$ cat src/rtl/float_add_pkg.sv
// Shared types and constants for the float adder front-end sequencer.
package float_add_pkg;

  typedef struct packed {
    logic       sign;
    logic [7:0] exponent;
    logic [22:0] mantissa;
  } float32_t;

  // Operand A occupies the upper half of the packed pair.
  typedef struct packed {
    float32_t a;
    float32_t b;
  } operand_pair_t;

  localparam int unsigned FA_DEFAULT_DEPTH = 4;
  localparam int unsigned FA_PIPE_LATENCY  = 5;

endpackage

$ cat src/rtl/float_add_issuer_if.sv
// Host and adder handshake bundle for float_add_issuer; slave is the issuer side.
interface float_add_issuer_if #(
  parameter int unsigned DEPTH = 4
);
  localparam int unsigned CW = $clog2(DEPTH) + 1;

  logic          s_valid_i;
  logic          s_ready_o;
  logic [31:0]   s_a_i;
  logic [31:0]   s_b_i;
  logic          add_req_o;
  logic [31:0]   add_a_o;
  logic [31:0]   add_b_o;
  logic          add_ack_i;
  logic          add_res_valid_i;
  logic [31:0]   add_res_i;
  logic          m_valid_o;
  logic          m_ready_i;
  logic [31:0]   m_sum_o;
  logic [CW-1:0] inflight_o;
  logic          error_o;

  modport slave (
    input  s_valid_i, s_a_i, s_b_i, add_ack_i, add_res_valid_i, add_res_i, m_ready_i,
    output s_ready_o, add_req_o, add_a_o, add_b_o, m_valid_o, m_sum_o, inflight_o, error_o
  );

  modport master (
    output s_valid_i, s_a_i, s_b_i, add_ack_i, add_res_valid_i, add_res_i, m_ready_i,
    input  s_ready_o, add_req_o, add_a_o, add_b_o, m_valid_o, m_sum_o, inflight_o, error_o
  );

endinterface

$ cat src/rtl/sync_fifo.sv
// Single-clock FIFO with fill count; head reads as zero while empty.
module sync_fifo #(
  parameter int unsigned WIDTH = 32,
  parameter int unsigned DEPTH = 4
) (
  input  logic                     clk_i,
  input  logic                     rst_i,
  input  logic                     push_i,
  input  logic [WIDTH-1:0]         data_i,
  input  logic                     pop_i,
  output logic [WIDTH-1:0]         data_o,
  output logic                     full_o,
  output logic                     empty_o,
  output logic [$clog2(DEPTH):0]   count_o
);
  localparam int unsigned AW = $clog2(DEPTH);

  logic [WIDTH-1:0] r_mem [DEPTH];
  logic [AW-1:0]    r_wr_ptr;
  logic [AW-1:0]    r_rd_ptr;
  logic [AW:0]      r_count;
  logic             w_push;
  logic             w_pop;

  assign full_o  = (r_count == (AW+1)'(DEPTH));
  assign empty_o = (r_count == '0);
  assign count_o = r_count;
  assign data_o  = empty_o ? '0 : r_mem[r_rd_ptr];

  // A full FIFO still accepts a push when the head leaves on the same edge.
  assign w_pop  = pop_i && !empty_o;
  assign w_push = push_i && (!full_o || w_pop);

  always_ff @(posedge clk_i) begin
    if (w_push) r_mem[r_wr_ptr] <= data_i;
  end

  always_ff @(posedge clk_i or posedge rst_i) begin
    if (rst_i) begin
      r_wr_ptr <= '0;
      r_rd_ptr <= '0;
      r_count  <= '0;
    end else begin
      if (w_push) r_wr_ptr <= r_wr_ptr + 1'b1;
      if (w_pop)  r_rd_ptr <= r_rd_ptr + 1'b1;
      case ({w_push, w_pop})
        2'b10:   r_count <= r_count + 1'b1;
        2'b01:   r_count <= r_count - 1'b1;
        default: r_count <= r_count;
      endcase
    end
  end

endmodule

$ cat src/rtl/float_add_issuer.sv
// Buffers operand pairs, issues them to an in-order adder under a credit limit,
// and returns results in issue order.
module float_add_issuer
  import float_add_pkg::*;
#(
  parameter int unsigned DEPTH = FA_DEFAULT_DEPTH
) (
  input logic               clk_i,
  input logic               rst_i,
  float_add_issuer_if.slave bus
);
  localparam int unsigned CW = $clog2(DEPTH) + 1;

  operand_pair_t w_op_in;
  operand_pair_t w_op_head;
  logic          w_op_full;
  logic          w_op_empty;
  logic [CW-1:0] w_op_count;
  logic          w_op_push;

  logic [31:0]   w_res_head;
  logic          w_res_full;
  logic          w_res_empty;
  logic [CW-1:0] w_res_count;
  logic          w_res_pop;

  logic [CW-1:0] r_inflight;
  logic          r_error;
  logic          w_credit_ok;
  logic          w_req;
  logic          w_issue;
  logic          w_ret_ok;

  assign w_op_in   = {bus.s_a_i, bus.s_b_i};
  assign w_op_push = bus.s_valid_i && !w_op_full;

  // Credits left = DEPTH - inflight - res_count; any credit left permits an issue.
  assign w_credit_ok = ({1'b0, r_inflight} + {1'b0, w_res_count}) < (CW+1)'(DEPTH);
  assign w_req       = !w_op_empty && w_credit_ok;
  assign w_issue     = w_req && bus.add_ack_i;
  assign w_ret_ok    = bus.add_res_valid_i && (r_inflight != '0) && !w_res_full;
  assign w_res_pop   = !w_res_empty && bus.m_ready_i;

  sync_fifo #(
    .WIDTH($bits(operand_pair_t)),
    .DEPTH(DEPTH)
  ) u_op_fifo (
    .clk_i  (clk_i),
    .rst_i  (rst_i),
    .push_i (w_op_push),
    .data_i (w_op_in),
    .pop_i  (w_issue),
    .data_o (w_op_head),
    .full_o (w_op_full),
    .empty_o(w_op_empty),
    .count_o(w_op_count)
  );

  sync_fifo #(
    .WIDTH(32),
    .DEPTH(DEPTH)
  ) u_res_fifo (
    .clk_i  (clk_i),
    .rst_i  (rst_i),
    .push_i (w_ret_ok),
    .data_i (bus.add_res_i),
    .pop_i  (w_res_pop),
    .data_o (w_res_head),
    .full_o (w_res_full),
    .empty_o(w_res_empty),
    .count_o(w_res_count)
  );

  always_ff @(posedge clk_i or posedge rst_i) begin
    if (rst_i) begin
      r_inflight <= '0;
      r_error    <= 1'b0;
    end else begin
      case ({w_issue, w_ret_ok})
        2'b10:   r_inflight <= r_inflight + 1'b1;
        2'b01:   r_inflight <= r_inflight - 1'b1;
        default: r_inflight <= r_inflight;
      endcase
      if (bus.add_res_valid_i && !w_ret_ok) r_error <= 1'b1;
    end
  end

  assign bus.s_ready_o  = !w_op_full;
  assign bus.add_req_o  = w_req;
  assign bus.add_a_o    = w_op_head.a;
  assign bus.add_b_o    = w_op_head.b;
  assign bus.m_valid_o  = !w_res_empty;
  assign bus.m_sum_o    = w_res_head;
  assign bus.inflight_o = r_inflight;
  assign bus.error_o    = r_error;

endmodule

$ cat src/flat_wrapper.sv
// flat-port wrapper written by rule: the top's interface ports become plain ports
module float_add_issuer_flat import float_add_pkg::*;
#(
  parameter int unsigned DEPTH = FA_DEFAULT_DEPTH
)
  (clk_i, rst_i, bus_s_valid_i, bus_s_a_i, bus_s_b_i, bus_add_ack_i, bus_add_res_valid_i, bus_add_res_i, bus_m_ready_i, bus_s_ready_o, bus_add_req_o, bus_add_a_o, bus_add_b_o, bus_m_valid_o, bus_m_sum_o, bus_inflight_o, bus_error_o);
  float_add_issuer_if #(.DEPTH(DEPTH)) bus_i ();
  input logic clk_i;
  input logic rst_i;
  input wire logic [$bits(bus_i.s_valid_i)-1:0] bus_s_valid_i;
  input wire logic [$bits(bus_i.s_a_i)-1:0] bus_s_a_i;
  input wire logic [$bits(bus_i.s_b_i)-1:0] bus_s_b_i;
  input wire logic [$bits(bus_i.add_ack_i)-1:0] bus_add_ack_i;
  input wire logic [$bits(bus_i.add_res_valid_i)-1:0] bus_add_res_valid_i;
  input wire logic [$bits(bus_i.add_res_i)-1:0] bus_add_res_i;
  input wire logic [$bits(bus_i.m_ready_i)-1:0] bus_m_ready_i;
  output wire logic [$bits(bus_i.s_ready_o)-1:0] bus_s_ready_o;
  output wire logic [$bits(bus_i.add_req_o)-1:0] bus_add_req_o;
  output wire logic [$bits(bus_i.add_a_o)-1:0] bus_add_a_o;
  output wire logic [$bits(bus_i.add_b_o)-1:0] bus_add_b_o;
  output wire logic [$bits(bus_i.m_valid_o)-1:0] bus_m_valid_o;
  output wire logic [$bits(bus_i.m_sum_o)-1:0] bus_m_sum_o;
  output wire logic [$bits(bus_i.inflight_o)-1:0] bus_inflight_o;
  output wire logic [$bits(bus_i.error_o)-1:0] bus_error_o;
  assign bus_i.s_valid_i = bus_s_valid_i;
  assign bus_i.s_a_i = bus_s_a_i;
  assign bus_i.s_b_i = bus_s_b_i;
  assign bus_i.add_ack_i = bus_add_ack_i;
  assign bus_i.add_res_valid_i = bus_add_res_valid_i;
  assign bus_i.add_res_i = bus_add_res_i;
  assign bus_i.m_ready_i = bus_m_ready_i;
  assign bus_s_ready_o = bus_i.s_ready_o;
  assign bus_add_req_o = bus_i.add_req_o;
  assign bus_add_a_o = bus_i.add_a_o;
  assign bus_add_b_o = bus_i.add_b_o;
  assign bus_m_valid_o = bus_i.m_valid_o;
  assign bus_m_sum_o = bus_i.m_sum_o;
  assign bus_inflight_o = bus_i.inflight_o;
  assign bus_error_o = bus_i.error_o;
  float_add_issuer #(.DEPTH(DEPTH)) u_core (.clk_i(clk_i), .rst_i(rst_i), .bus(bus_i));
endmodule
$ cat config.mk
export PLATFORM = sky130hd
export DESIGN_NAME = float_add_issuer_flat
export DESIGN_NICKNAME = d
export VERILOG_FILES = /design/src/rtl/float_add_pkg.sv /design/src/rtl/float_add_issuer_if.sv /design/src/rtl/sync_fifo.sv /design/src/rtl/float_add_issuer.sv /design/src/flat_wrapper.sv
export SDC_FILE = /design/constraint.sdc
export NUM_CORES = 1
export LEC_CHECK = 0
export ABC_AREA = 1
export CAP_MARGIN = 10
export CORE_MARGIN = 10
export CORE_UTILIZATION = 45
export CTS_CLUSTER_DIAMETER = 100
export DETAILED_ROUTE_END_ITERATION = 16
export DONT_BUFFER_PORTS = 1
export PLACE_DENSITY_LB_ADDON = 0.2
export SETUP_SLACK_MARGIN = 0.15
export SLEW_MARGIN = 5
export SYNTH_ARGS = -nofsm -noshare
export SYNTH_HDL_FRONTEND = slang
export SYNTH_SLANG_ARGS = --single-unit
$ cat constraint.sdc
create_clock -name clk_i -period 3.4 [get_ports clk_i]
set_input_delay 0.17 -clock clk_i [delete_from_list [all_inputs] [get_ports clk_i]]
set_output_delay 0.17 -clock clk_i [all_outputs]
set_load 0.005 [all_outputs]
Yosys cells after proc, flatten, opt, wreduce, memory -nomap -nowiden
Memory sizes are Yosys's and may differ from the RTL's.
Cells that the tools add are included.
{"block": "word_totals", "ff_bits": 18, "ramBits": 384, "input_bits": 102, "memories": 2}
{"block": "classes", "addsub": 11, "magnitude_cmp": 1, "n_eq_ne": 8, "n_mux": 9, "n_reduce_logical": 24}
{"memory": "u_core.u_op_fifo.r_mem", "depth": 4, "width": 64, "read_ports": 1, "rd_ports_with_merged_regs": 0, "write_ports": 1, "line": "sync_fifo.sv:18", "source": "logic [WIDTH-1:0] r_mem [DEPTH];"}
{"memory": "u_core.u_res_fifo.r_mem", "depth": 4, "width": 32, "read_ports": 1, "rd_ports_with_merged_regs": 0, "write_ports": 1, "line": "sync_fifo.sv:18"}
{"operator": "two-way mux 64 bit", "n": 1}
{"operator": "two-way mux 32 bit", "n": 1}
{"operator": "one-hot mux 3 bit (2 select lines)", "n": 3}
{"operator": "logical AND 1 bit", "n": 11}
{"operator": "adder 3 x 1 -> 3 bit (second input constant)", "n": 3}
{"operator": "subtractor 3 x 1 -> 3 bit (second input constant)", "n": 3}
{"operator": "adder 2 x 1 -> 2 bit (second input constant)", "n": 4}
{"operator": "equality test 2 x 1 -> 1 bit (second input constant)", "n": 3}
{"operator": "equality test 2 bit (second input constant)", "n": 3}
{"operator": "equality test 3 bit (second input constant)", "n": 2}
{"operator": "zero test 3 bit", "n": 2}
{"operator": "nonzero test 2 bit", "n": 3}
{"operator": "zero test 1 bit", "n": 5}
{"operator": "adder 3 x 3 -> 4 bit", "n": 1}
{"operator": "< comparator 4 x 3 -> 1 bit (second input constant)", "n": 1}
{"operator": "two-way mux 1 bit", "n": 4}
{"operator": "nonzero test 3 bit", "n": 1}
{"operator": "logical OR 1 bit", "n": 2}

Longest topological paths before layout
Gate-level depths: netlist of the first run.
{"block": "logic_depth", "depth_word": 9, "ltp_mapped": 12, "mapped_depth_nobuf": 12}

By module
A second synthesis of the first run with hierarchy kept.
{"block": "hier_totals", "hier_cells": 1291, "hier_area_um2": 16060.4}
{"mod": "sync_fifo (u_core.u_op_fifo)", "instances": 1, "cells_per_inst": 811, "area_each_um2": 10313.6, "seq_area_each_um2": 7862.5}
{"mod": "sync_fifo (u_core.u_res_fifo)", "instances": 1, "cells_per_inst": 434, "area_each_um2": 5412.7, "seq_area_each_um2": 4018.9}
{"mod": "float_add_issuer", "instances": 1, "cells_per_inst": 46, "area_each_um2": 334.1, "seq_area_each_um2": 100.1}

Worst setup path before layout of the first run
OpenSTA, ideal clock, no wires.
{"block": "synth_timing", "kind": "register to register", "start": "reg u_core.u_op_fifo.r_count[0] (netlist: u_core.u_op_fifo.count_o[0])", "end": "mem u_core.u_op_fifo.r_mem[0][0] (netlist name) (enable)", "arrival_ns": 3.371, "slack_ns": -0.457, "path_stages_with_launch": 5, "path_buffers": 0, "synth_period_minus_slack_ns": 3.857, "path_cell_list": "dfrtp_1 > nor2_1 > nand2_1 > nand2_1 > nor2_1"}
{"element": "start: declaration", "line": "sync_fifo.sv:21", "source": "logic [AW:0] r_count;"}
{"element": "start signal: assignment", "line": "sync_fifo.sv:47", "source": "2'b10: r_count <= r_count + 1'b1;"}
{"element": "start signal: assignment", "line": "sync_fifo.sv:48", "source": "2'b01: r_count <= r_count - 1'b1;"}
{"element": "start signal: assignment", "line": "sync_fifo.sv:49", "source": "default: r_count <= r_count;"}
{"element": "equality test 3 bit (*)", "line": "sync_fifo.sv:25", "source": "assign full_o = (r_count == (AW+1)'(DEPTH));"}
{"element": "zero test 1 bit (*)"}
{"element": "named net bus_s_ready_o", "line": "flat_wrapper.sv:17", "source": "output wire logic [$bits(bus_i.s_ready_o)-1:0] bus_s_ready_o;"}
{"element": "logical AND 1 bit / logical OR 1 bit (equally long branches)", "line": "float_add_issuer.sv:35, sync_fifo.sv:32"}
{"element": "logical AND 1 bit (*)", "line": "sync_fifo.sv:32", "source": "assign w_push = push_i && (!full_o || w_pop);"}
{"element": "two-way mux 1 bit (*)", "line": "sync_fifo.sv:35", "source": "if (w_push) r_mem[r_wr_ptr] <= data_i;"}
{"element": "two-way mux 1 bit (not written as such) (*)", "line": "sync_fifo.sv:35"}
{"element": "end: declaration", "line": "sync_fifo.sv:18"}
The timed path passes the listed nets; every way through them passes the cells marked *.

Worst setup path in the final report of the first run
{"block": "layout_timing", "start": "reg u_core.u_op_fifo.r_rd_ptr[0]", "end": "out bus_add_b_o[14]"}
{"block": "layout_between", "elab_chain_len": 2}
{"element": "start: declaration", "line": "sync_fifo.sv:20", "source": "logic [AW-1:0] r_rd_ptr;"}
{"element": "start signal: assignment", "line": "sync_fifo.sv:45", "source": "if (w_pop) r_rd_ptr <= r_rd_ptr + 1'b1;"}
{"element": "memory read (4 x 64 bit)"}
{"element": "two-way mux 64 bit", "line": "sync_fifo.sv:28", "source": "assign data_o = empty_o ? '0 : r_mem[r_rd_ptr];"}
{"element": "end: declaration", "line": "flat_wrapper.sv:20", "source": "output wire logic [$bits(bus_i.add_b_o)-1:0] bus_add_b_o;"}
No other way between the ends.

==> flow_metrics.env, run 1 <==
export IMPL_maxCapViolCount=0
export IMPL_cp_required_ns=3.23
export IMPL_start_util_pct=45.9
export IMPL_synth_top_area_cell="edfxtp_1"
export IMPL_switching_share_pct=35.5
export IMPL_netlist_area_leader_share_pct=72.2
export IMPL_detail_route_antenna_nets=0
export IMPL_setup_viol_count_final=0
export IMPL_antenna_found_initial=4
export IMPL_netlist_area_sq_mm=0.0160
export IMPL_rsz0062_at_grt="false"
export IMPL_drv_slew=0
export IMPL_cp_arrival_ns=2.31
export IMPL_synth_nets=1393
export IMPL_crit_type="flip-flop to output pin"
export IMPL_async_flop_share_pct=4.48
export IMPL_path_clk_slew_ns=0.06
export IMPL_dpl_cell_area_sq_mm=0.0164
export IMPL_post_cts_resized=0
export IMPL_drive_gt1_share_pct=6.86
export IMPL_grt_use_total_pct=15.7
export IMPL_first_iter_violations=559
export IMPL_synth_area_leaders="edfxtp_1 72%, nor2_1 9.5%, o21ai_0 3.7%"
export IMPL_endpoint_kind="output pin"
export IMPL_reg2reg_setup_slack_ns=0.97
export IMPL_p_int_mw=10.7
export IMPL_drc=0
export IMPL_crit_path_start_kind="flip-flop"
export IMPL_status="complete, no violations"
export IMPL_synth_edf_count=384
export IMPL_p_clk_share_pct=27.1
export IMPL_area_growth_syn_to_layout_pct=17.9
export IMPL_rows=68
export IMPL_powerDensity_mw_per_mm2=880
export IMPL_fin_area_sq_mm=0.0188
export IMPL_cts_buffer_depth=3
export IMPL_cp_max_fo=81
export IMPL_cts_sinks=402
export IMPL_num_vias=9606
export IMPL_p_sw_mw=5.87
export IMPL_grt_pass1_wl_microns=54800
export IMPL_fp_dieH_microns=208
export IMPL_max_stage_delay_ns=0.49
export IMPL_cts_htree_levels=2
export IMPL_slew_headroom_pct=35.4
export IMPL_worst_clock_skew_ns=0.0165
export IMPL_synth_seq_cells=402
export IMPL_first_global_vias=9516
export IMPL_grt_max_degree=131
export IMPL_wire_per_inst_microns=19.2
export IMPL_ys_flop_type="edfxtp_1"
export IMPL_syn_area_per_cell_sq_um=12.5
export IMPL_whs_ns=0.185
export IMPL_tightestPinTransition_ns=0.969
export IMPL_cts_root_buf="clkbuf_16"
export IMPL_seq_power_share_pct=41.0
export IMPL_synthCells=1275
export IMPL_finalSetupTns_ns=0
export IMPL_max_freq_mhz=404
export IMPL_cts_tree="built"
export IMPL_final_util_pct=54.1
export IMPL_final_nets=1485
export IMPL_period_minus_slack_ns=2.48
export IMPL_fin_crit_sh_pct=72.9
export IMPL_io_pins=205
export IMPL_gr_total_overflow=0
export IMPL_die_area_sq_mm=0.0434
export IMPL_wirelength_microns=35700
export IMPL_core_area_sq_mm=0.0348
export IMPL_yosysSeqAreaShare_pct=75.0
export IMPL_synth_most_common_cell="nor2_1"
export IMPL_comb_power_share_pct=31.9
export IMPL_vias_per_cell=5.17
export IMPL_clk_latency_ns=0.54
export IMPL_place_gp_congestion=0.746
export IMPL_ys_warnings_count=0
export IMPL_die_w_microns=208
export IMPL_p_leak_nw=6.45
export IMPL_nFillCells=2817
export IMPL_vdd_drop_max_mv=0.580
export IMPL_slowest_stage="dfrtp_4"
export IMPL_finalPower_mw=16.6
export IMPL_yosysUniqueCellTypes=24
export IMPL_firstDrtPassIters=5
export IMPL_io_buffers=0
export IMPL_min_path_type="primary input to flip-flop"
export IMPL_path_cells="clkinv_2 -> buf_12 -> o21ai_0 -> a21oi_1"
export IMPL_hpwl_microns=19500
export IMPL_ys_top_cells_by_count="405 x nor2_1, 384 x edfxtp_1, 119 x o21ai_0"
export IMPL_hold_viol=0
export IMPL_cts_buffers=43
registers in the layout, indices dropped and copies added, names as in the netlist:
| register | count |
|---|---|
| u_core.u_res_fifo.r_wr_ptr | 2 |
| u_core.bus.inflight_o | 3 |
| u_core.bus.error_o | 1 |
| u_core.u_res_fifo.r_rd_ptr | 2 |
| u_core.u_op_fifo.count_o | 3 |
| u_core.u_res_fifo.r_mem | 128 |
| u_core.u_op_fifo.r_mem | 256 |
| u_core.u_op_fifo.r_wr_ptr | 2 |
| u_core.u_res_fifo.count_o | 3 |
| u_core.u_op_fifo.r_rd_ptr | 2 |
power by group through the flow:
stage | registers, mW | logic, mW | clock network (mW)
finish | 6.79 | 5.28 | 4.48
global route | 6.87 | 6.00 | 4.77
CTS | 6.79 | 5.43 | 4.58
detailed placement | 6.90 | 5.26 | 0
global placement | 6.88 | 5.22 | 0
floorplan | 6.90 | 3.74 | 0
layout make-up:
class                      instances  area, sq um  area share [%]
sequential                       402        12000            63.7
multi-input combinational        763         3490            18.6
antenna                            3         7.51          0.0399
tap                              455          569            3.02
clock buffer                      52         1110            5.90
inverter                          37          140           0.744
timing repair buffer             120         1250            6.65
clock inverter                    25          263            1.40
final timing paths:
| kind | start | endpoint | cells past startpoint |
|---|---|---|---|
| min reg2reg | u_core.u_op_fifo.count_o[0] | u_core.u_op_fifo.count_o[0] | 1 |
| max reg2reg | u_core.bus.inflight_o[2] | u_core.u_op_fifo.count_o[2] | 12 |
| max in group asynchronous | rst_i | u_core.u_op_fifo.r_rd_ptr[0] | 2 |
| min | bus_s_valid_i | u_core.u_op_fifo.r_wr_ptr[0] | 2 |
| min in group asynchronous | rst_i | u_core.u_op_fifo.count_o[2] | 2 |
| max | u_core.u_op_fifo.r_rd_ptr[0] | bus_add_b_o[14] | 4 |
what timing repair did:
item,in CTS,in global routing
setup endpoints to repair,0,0
hold buffers,100,0
buffers inserted,0,0
endpoints found under the hold margin,409,0
metrics by stage:
step / setup WS, ns / instances
after floorplan: -0.457 / 1275
after global placement: 0.994 / 1677
after detailed placement: 0.931 / 1677
after CTS: 0.878 / 1854
after global routing: 0.765 / 1857
final: 0.923 / 1857
metal layers:
metal  routed length [microns]  part of all wire, %  up-vias  global-route usage (%)
met4                       671                  1.9        2                    4.31
met2                     17100                   48      264                    26.2
met5                         7                0.020        -                       0
li1                          -                    -     4659                       -
met3                      2730                  7.7       53                    4.76
met1                     15200                   42     4628                    19.4
worst max-delay path, delay by kind of cell, from the launching register on:
kind	cells	cell delay, ns
flip-flops	1	0.49
AO/OA/AOI/OAI	2	0.47
buffers and inverters	2	0.74
cell families after synthesis:
group | count (synthesis) | share of synthesized area [%]
DFF | 402 | 75.0
xor gates and xnor gates | 7 | 0.384
buffers and inverters | 110 | 3.33
AOI/OAI and AO/OA | 295 | 9.26
adders and majority gates | 16 | 1.39
and+or+nand+nor | 445 | 10.6
cells in the final DEF (no fill, tap or decap):
master,count
clkinv_1,9
inv_6,1
a21oi_1,98
fa_1,3
xnor2_1,3
buf_12,8
dfrtp_4,1
nand2_1,31
inv_2,3
bufinv_16,4
xor2_1,4
dfrtp_1,15
nand3_2,1
dfrtp_2,2
nor2_4,4
clkinvlp_4,2
edfxtp_1,384
clkinv_8,1
clkinv_2,7
o21ai_1,77
nand3_1,4
diode_2,3
a21o_1,1
clkinv_4,1
clkbuf_1,9
o21ai_0,119
buf_4,12
inv_1,33
or2_2,1
nor2_1,397
nor2_2,4
nand4_1,3
clkbuf_16,43
clkinv_16,1
dlygate4sd3_1,100
ha_1,13
No activity file was read; power rests on OpenSTA's default activity.
==> run 2: changes to the inputs <==
==> constraint.sdc (replaced) <==
create_clock -name clk_i -period 2.5 [get_ports clk_i]
set_input_delay 0.125 -clock clk_i [delete_from_list [all_inputs] [get_ports clk_i]]
set_output_delay 0.125 -clock clk_i [all_outputs]
set_load 0.005 [all_outputs]
==> run 2 against run 1 <==
Against the previous run:
- sequential power is 37% higher
- worst hold slack worse by 0.022 ns
- flip-flop and latch count unchanged
- final cell count up 1.1%
- via count increased by 0.86%
- utilization is 0.91 points higher
- critical path type is now flip-flop to flip-flop
- critical path depth is 8 higher
- clock skew down 0.0076 ns
- combinational power grew 46%
- total power increased by 39%
- register-to-register slack got worse by 0.74 ns
==> flow_metrics.env, run 2 (synthesized netlist as in run 1, its figures left out) <==
export IMPL_fin_crit_sh_pct=90.9
export IMPL_crit_type="flip-flop to flip-flop"
export IMPL_fp_dieH_microns=208
export IMPL_tightestPinTransition_ns=0.743
export IMPL_grt_max_degree=66
export IMPL_whs_ns=0.162
export IMPL_setup_viol_count_final=0
export IMPL_grt_use_total_pct=16.5
export IMPL_maxCapViolCount=0
export IMPL_vias_per_cell=5.16
export IMPL_place_gp_congestion=0.737
export IMPL_gr_total_overflow=0
export IMPL_reg_top3="u_core.u_op_fifo.r_mem x256, u_core.u_res_fifo.r_mem x128"
export IMPL_start_util_pct=45.9
export IMPL_drc=0
export IMPL_worst_clock_skew_ns=0.00893
export IMPL_crit_path_start_kind="flip-flop"
export IMPL_die_area_sq_mm=0.0434
export IMPL_first_iter_violations=552
export IMPL_hold_viol=0
export IMPL_core_area_sq_mm=0.0348
export IMPL_io_buffers=0
export IMPL_cp_arrival_ns=2.74
export IMPL_cp_required_ns=2.97
export IMPL_final_nets=1507
export IMPL_wirelength_microns=37000
export IMPL_num_vias=9689
export IMPL_antenna_found_initial=5
export IMPL_status="complete, no violations"
export IMPL_drive_gt1_share_pct=8.39
export IMPL_cts_tree="built"
export IMPL_rsz0062_at_grt="true"
export IMPL_cts_sinks=402
export IMPL_rows=68
export IMPL_grt_pass1_wl_microns=57000
export IMPL_first_global_vias=9645
export IMPL_clk_latency_ns=0.55
export IMPL_die_w_microns=208
export IMPL_cts_buffers=43
export IMPL_finalSetupTns_ns=0
export IMPL_powerDensity_mw_per_mm2=1200
export IMPL_cp_max_fo=3
export IMPL_wire_per_inst_microns=19.7
export IMPL_min_path_type="primary input to async pin"
export IMPL_hpwl_microns=21500
export IMPL_layout_common_cells="397 x nor2_1, 384 x edfxtp_1, 119 x o21ai_0"
export IMPL_largest_reg_flops=256
export IMPL_regMostFlops="u_core.u_op_fifo.r_mem"
export IMPL_slew_headroom_pct=50.4
export IMPL_cts_htree_levels=2
export IMPL_area_growth_syn_to_layout_pct=19.9
export IMPL_path_clk_slew_ns=0.06
export IMPL_detail_route_antenna_nets=0
export IMPL_period_minus_slack_ns=2.27
export IMPL_final_common_cell="nor2_1"
export IMPL_cts_buffer_depth=3
export IMPL_io_pins=205
export IMPL_vdd_drop_max_mv=0.674
export IMPL_drv_slew=0
export IMPL_p_leak_nw=6.58
export IMPL_firstDrtPassIters=4
export IMPL_endpoint_kind="flip-flop"
export IMPL_cts_root_buf="clkbuf_16"
export IMPL_max_freq_mhz=440
## run 2: final timing paths
check / cells after the start / slack [ns] / to / from
setup / recovery: 12 / 0.23 / u_core.u_op_fifo.count_o[2] / u_core.u_res_fifo.count_o[2]
hold / removal: 2 / 0.16 / u_core.u_res_fifo.r_wr_ptr[1] / rst_i
setup reg to reg: 12 / 0.23 / u_core.u_op_fifo.count_o[2] / u_core.u_res_fifo.count_o[2]
hold reg to reg: 1 / 0.50 / u_core.bus.error_o / u_core.bus.error_o
max in group asynchronous: 2 / 1.80 / u_core.u_op_fifo.r_rd_ptr[0] / rst_i
min in group clk_i: 1 / 0.27 / u_core.u_op_fifo.r_mem[1][8] / bus_s_b_i[8]
## run 2: layout make-up
type | count | area [sq um]
well taps | 455 | 569
clock buffers | 53 | 1130
inverters | 37 | 146
clock inverters | 22 | 164
flip-flops and latches | 402 | 12000
multi-input cells | 763 | 3540
diodes | 4 | 10.0
fillers | 2856 | 15700
repair buffers | 142 | 1590
## run 2: per-layer routing
layer	global-route usage, %	share of wire, %	vias to the layer above
met5	0	0.019	-
met4	4.16	1.4	2
met3	5.32	7.4	41
met2	28.2	50	246
met1	19.8	42	4696
li1	-	-	4704
## run 2: timing repair
| item | 4_1_cts | 5_1_grt |
|---|---|---|
| hold buffers | 101 | 0 |
| gates resized for setup | 6 | 8 |
| endpoints found under the setup margin | 60 | 21 |
| hold endpoints to repair | 415 | 0 |
| buffers inserted | 1 | 2 |
| pin swaps | 1 | 0 |
## run 2: stage by stage
step	cells	setup WS, ns	utilization, %	instance area [sq um]	total power, mW
6_report	1878	0.227	55.0	19100	22.9
5_1_grt	1878	0.0677	55.0	19100	24.5
4_1_cts	1872	0.138	54.8	19100	23.2
3_5_place_dp	1695	0.151	48.1	16700	17.0
3_3_place_gp	1695	0.170	48.1	16700	16.9
2_1_floorplan	1275	-0.329	-	16000	14.4
## run 2: power breakdown
| part | internal, mW | switching [mW] | total [mW] |
|---|---|---|---|
| combinational | 2.48 | 5.26 | 7.73 |
| sequential | 8.88 | 0.410 | 9.29 |
| clock | 3.42 | 2.50 | 5.92 |
## run 2: critical path, stage by stage (launching register included)
cell	delay, ns
dfrtp_1	0.42
ha_4	0.25
inv_1	0.05
nand2_1	0.04
nor2_1	0.09
nand4_1	0.11
inv_1	0.08
ha_1	0.13
inv_1	0.06
fa_1	0.43
or2_2	0.30
nand2_1	0.08
xor2_1	0.15
==> run 3: changes to the inputs <==
--- a/config.mk
+++ b/config.mk
@@ -12,9 +12,8 @@
 export CTS_CLUSTER_DIAMETER = 100
 export DETAILED_ROUTE_END_ITERATION = 16
 export DONT_BUFFER_PORTS = 1
-export PLACE_DENSITY_LB_ADDON = 0.2
+export PLACE_DENSITY_LB_ADDON = 0.3
 export SETUP_SLACK_MARGIN = 0.15
-export SLEW_MARGIN = 5
 export SYNTH_ARGS = -nofsm -noshare
 export SYNTH_HDL_FRONTEND = slang
 export SYNTH_SLANG_ARGS = --single-unit
==> run 3 against run 2 <==
Against the previous run:
- setup slack improved by 0.031 ns
- via count rose by 0.85%
- flip-flop and latch count unchanged
- final cell count hardly changed
- total power is 2.5% higher
- register-to-register slack improved by 0.03 ns
- critical path depth unchanged
- count of clock-buffer cells in the layout decreased by 5
- routed wire length down 1.7%
- utilization increased by 0.36 points
- first-iteration DRC count is 5.4% higher
- clock skew is 0.0079 ns higher
- largest power group unchanged
==> flow_metrics.env, run 3 (synthesized netlist as in run 1, its figures left out) <==
export IMPL_regMostFlops="u_core.u_op_fifo.r_mem"
export IMPL_area_growth_syn_to_layout_pct=20.6
export IMPL_cts_root_buf="clkbuf_16"
export IMPL_firstDrtPassIters=5
export IMPL_tightestPinTransition_ns=0.774
export IMPL_fp_dieH_microns=208
export IMPL_vias_per_cell=5.20
export IMPL_finalPower_mw=23.5
export IMPL_die_area_sq_mm=0.0434
export IMPL_p_int_mw=15.3
export IMPL_dp_cells=1693
export IMPL_rsz0062_at_grt="true"
export IMPL_grt_pass1_wl_microns=56300
export IMPL_io_buffers=0
export IMPL_final_util_pct=55.4
export IMPL_powerDensity_mw_per_mm2=1220
export IMPL_cts_buffer_depth=3
export IMPL_comb_power_share_pct=32.9
export IMPL_seq_power_share_pct=39.3
export IMPL_path_clk_slew_ns=0.06
export IMPL_grt_use_total_pct=16.3
export IMPL_cp_required_ns=2.99
export IMPL_maxCapViolCount=0
export IMPL_p_sw_mw=8.21
export IMPL_drive_gt1_share_pct=8.94
export IMPL_cts_htree_levels=2
export IMPL_final_common_cell="nor2_1"
export IMPL_dp_slack_ns=0.161
export IMPL_finalSetupTns_ns=0
export IMPL_gr_total_overflow=0
export IMPL_first_iter_violations=582
export IMPL_p_clk_share_pct=27.7
export IMPL_max_stage_delay_ns=0.43
export IMPL_period_minus_slack_ns=2.24
export IMPL_cts_sinks=402
export IMPL_status="complete, no violations"
export IMPL_drc=0
export IMPL_first_global_vias=9808
export IMPL_start_util_pct=45.9
export IMPL_largest_reg_flops=256
export IMPL_cp_max_fo=3
export IMPL_fin_crit_sh_pct=89.7
export IMPL_layout_common_cells="397 x nor2_1, 384 x edfxtp_1, 119 x o21ai_0"
export IMPL_crit_family="adder cells"
export IMPL_crit_type="flip-flop to flip-flop"
export IMPL_cts_buffers=42
export IMPL_num_vias=9771
export IMPL_p_leak_nw=6.65
export IMPL_cpMostUsedCell="inv_1"
export IMPL_rows=68
export IMPL_crit_path_start_kind="flip-flop"
export IMPL_detail_route_antenna_nets=0
export IMPL_slew_headroom_pct=48.4
export IMPL_hpwl_microns=20900
export IMPL_path_cells="ha_4 -> inv_1 -> nand2_1 -> nor2_1 -> nand4_1 -> inv_1 -> ha_1 -> inv_1 -> fa_2 -> or2_2 -> nand2_1 -> xor2_1"
export IMPL_antenna_found_initial=2
export IMPL_place_gp_congestion=0.759
export IMPL_max_freq_mhz=446
export IMPL_cp_arrival_ns=2.73
export IMPL_wire_per_inst_microns=19.3
export IMPL_switching_share_pct=34.9
export IMPL_wirelength_microns=36300
export IMPL_io_pins=205
export IMPL_reg_top3="u_core.u_op_fifo.r_mem x256, u_core.u_res_fifo.r_mem x128"
export IMPL_endpoint_kind="flip-flop"
export IMPL_drv_slew=0
export IMPL_die_w_microns=208
export IMPL_core_area_sq_mm=0.0348
export IMPL_worst_clock_skew_ns=0.0168
export IMPL_instances_no_fill=1879
export IMPL_setup_slack_ns=0.258
export IMPL_min_path_type="primary input to async pin"
export IMPL_vdd_drop_max_mv=0.696
export IMPL_cts_tree="built"
export IMPL_reg2reg_setup_slack_ns=0.26
export IMPL_final_nets=1505
export IMPL_setup_viol_count_final=0
export IMPL_clk_latency_ns=0.56
export IMPL_slowest_stage="dfrtp_1"
export IMPL_hold_viol=0
export IMPL_critPathBufInv=3
export IMPL_grt_max_degree=66
==> run 3: cell count changes in the layout (fill, tap and decap cells not counted), sizes merged <==
cell / before / now
buf: 41 / 40
bufinv: 2 / 8
clkinvlp: 1 / 0
diode: 4 / 3
clkinv: 19 / 22
clkbuf: 53 / 48
==> run 3: power groups by stage <==
stage | Clock, mW | Sequential [mW] | Combinational [mW]
global route | 6.97 | 9.35 | 8.74
floorplan | 0 | 9.32 | 5.11
detailed placement | 0 | 9.43 | 7.45
global placement | 0 | 9.40 | 7.36
finish | 6.52 | 9.25 | 7.75
CTS | 6.68 | 9.24 | 7.86
==> run 3: layout make-up <==
type | instances | area (sq um)
antenna | 3 | 7.51
clock buffer | 48 | 1090
clock inverter | 30 | 372
fill | 2802 | 15500
inverter | 37 | 146
multi-input combinational | 763 | 3550
sequential | 402 | 12000
tap | 455 | 569
timing repair buffer | 141 | 1540
==> run 3: what timing repair did <==
item / CTS / global route
gates resized for setup: 7 / 11
hold buffers: 101 / 0
pin swaps: 2 / 0
endpoints found under the setup margin: 63 / 41
setup buffers: 3 / 1
hold endpoints to repair: 415 / 0
==> run 3: per-stage QoR <==
step,hold WS (ns),instance area [sq um]
after detailed placement,0.220,16700
after CTS,0.181,19200
after floorplan,0.0636,16000
after global placement,0.219,16700
final,0.159,19300
after global routing,0.241,19300
==> run 3: path summary, 6_finish.rpt <==
check / from / depth (start not counted) / endpoint
min in group clk_i: bus_s_a_i[14] / 1 / u_core.u_op_fifo.r_mem[1][46]
max in group asynchronous: rst_i / 2 / u_core.u_op_fifo.r_rd_ptr[0]
worst min-delay path: rst_i / 2 / u_core.u_op_fifo.count_o[1]
worst min register to register: u_core.u_res_fifo.count_o[0] / 1 / u_core.u_res_fifo.count_o[0]
worst max-delay path: u_core.bus.inflight_o[2] / 12 / u_core.u_op_fifo.count_o[2]
worst max register to register: u_core.bus.inflight_o[2] / 12 / u_core.u_op_fifo.count_o[2]
==> run 3: metal layers <==
layer	vias to the layer above	global-route usage, %	part of all wire (%)
met5	-	0	0
met4	0	5.01	1.7
met3	50	5.23	7.7
met2	277	27.5	49
met1	4747	19.5	41
li1	4697	-	-
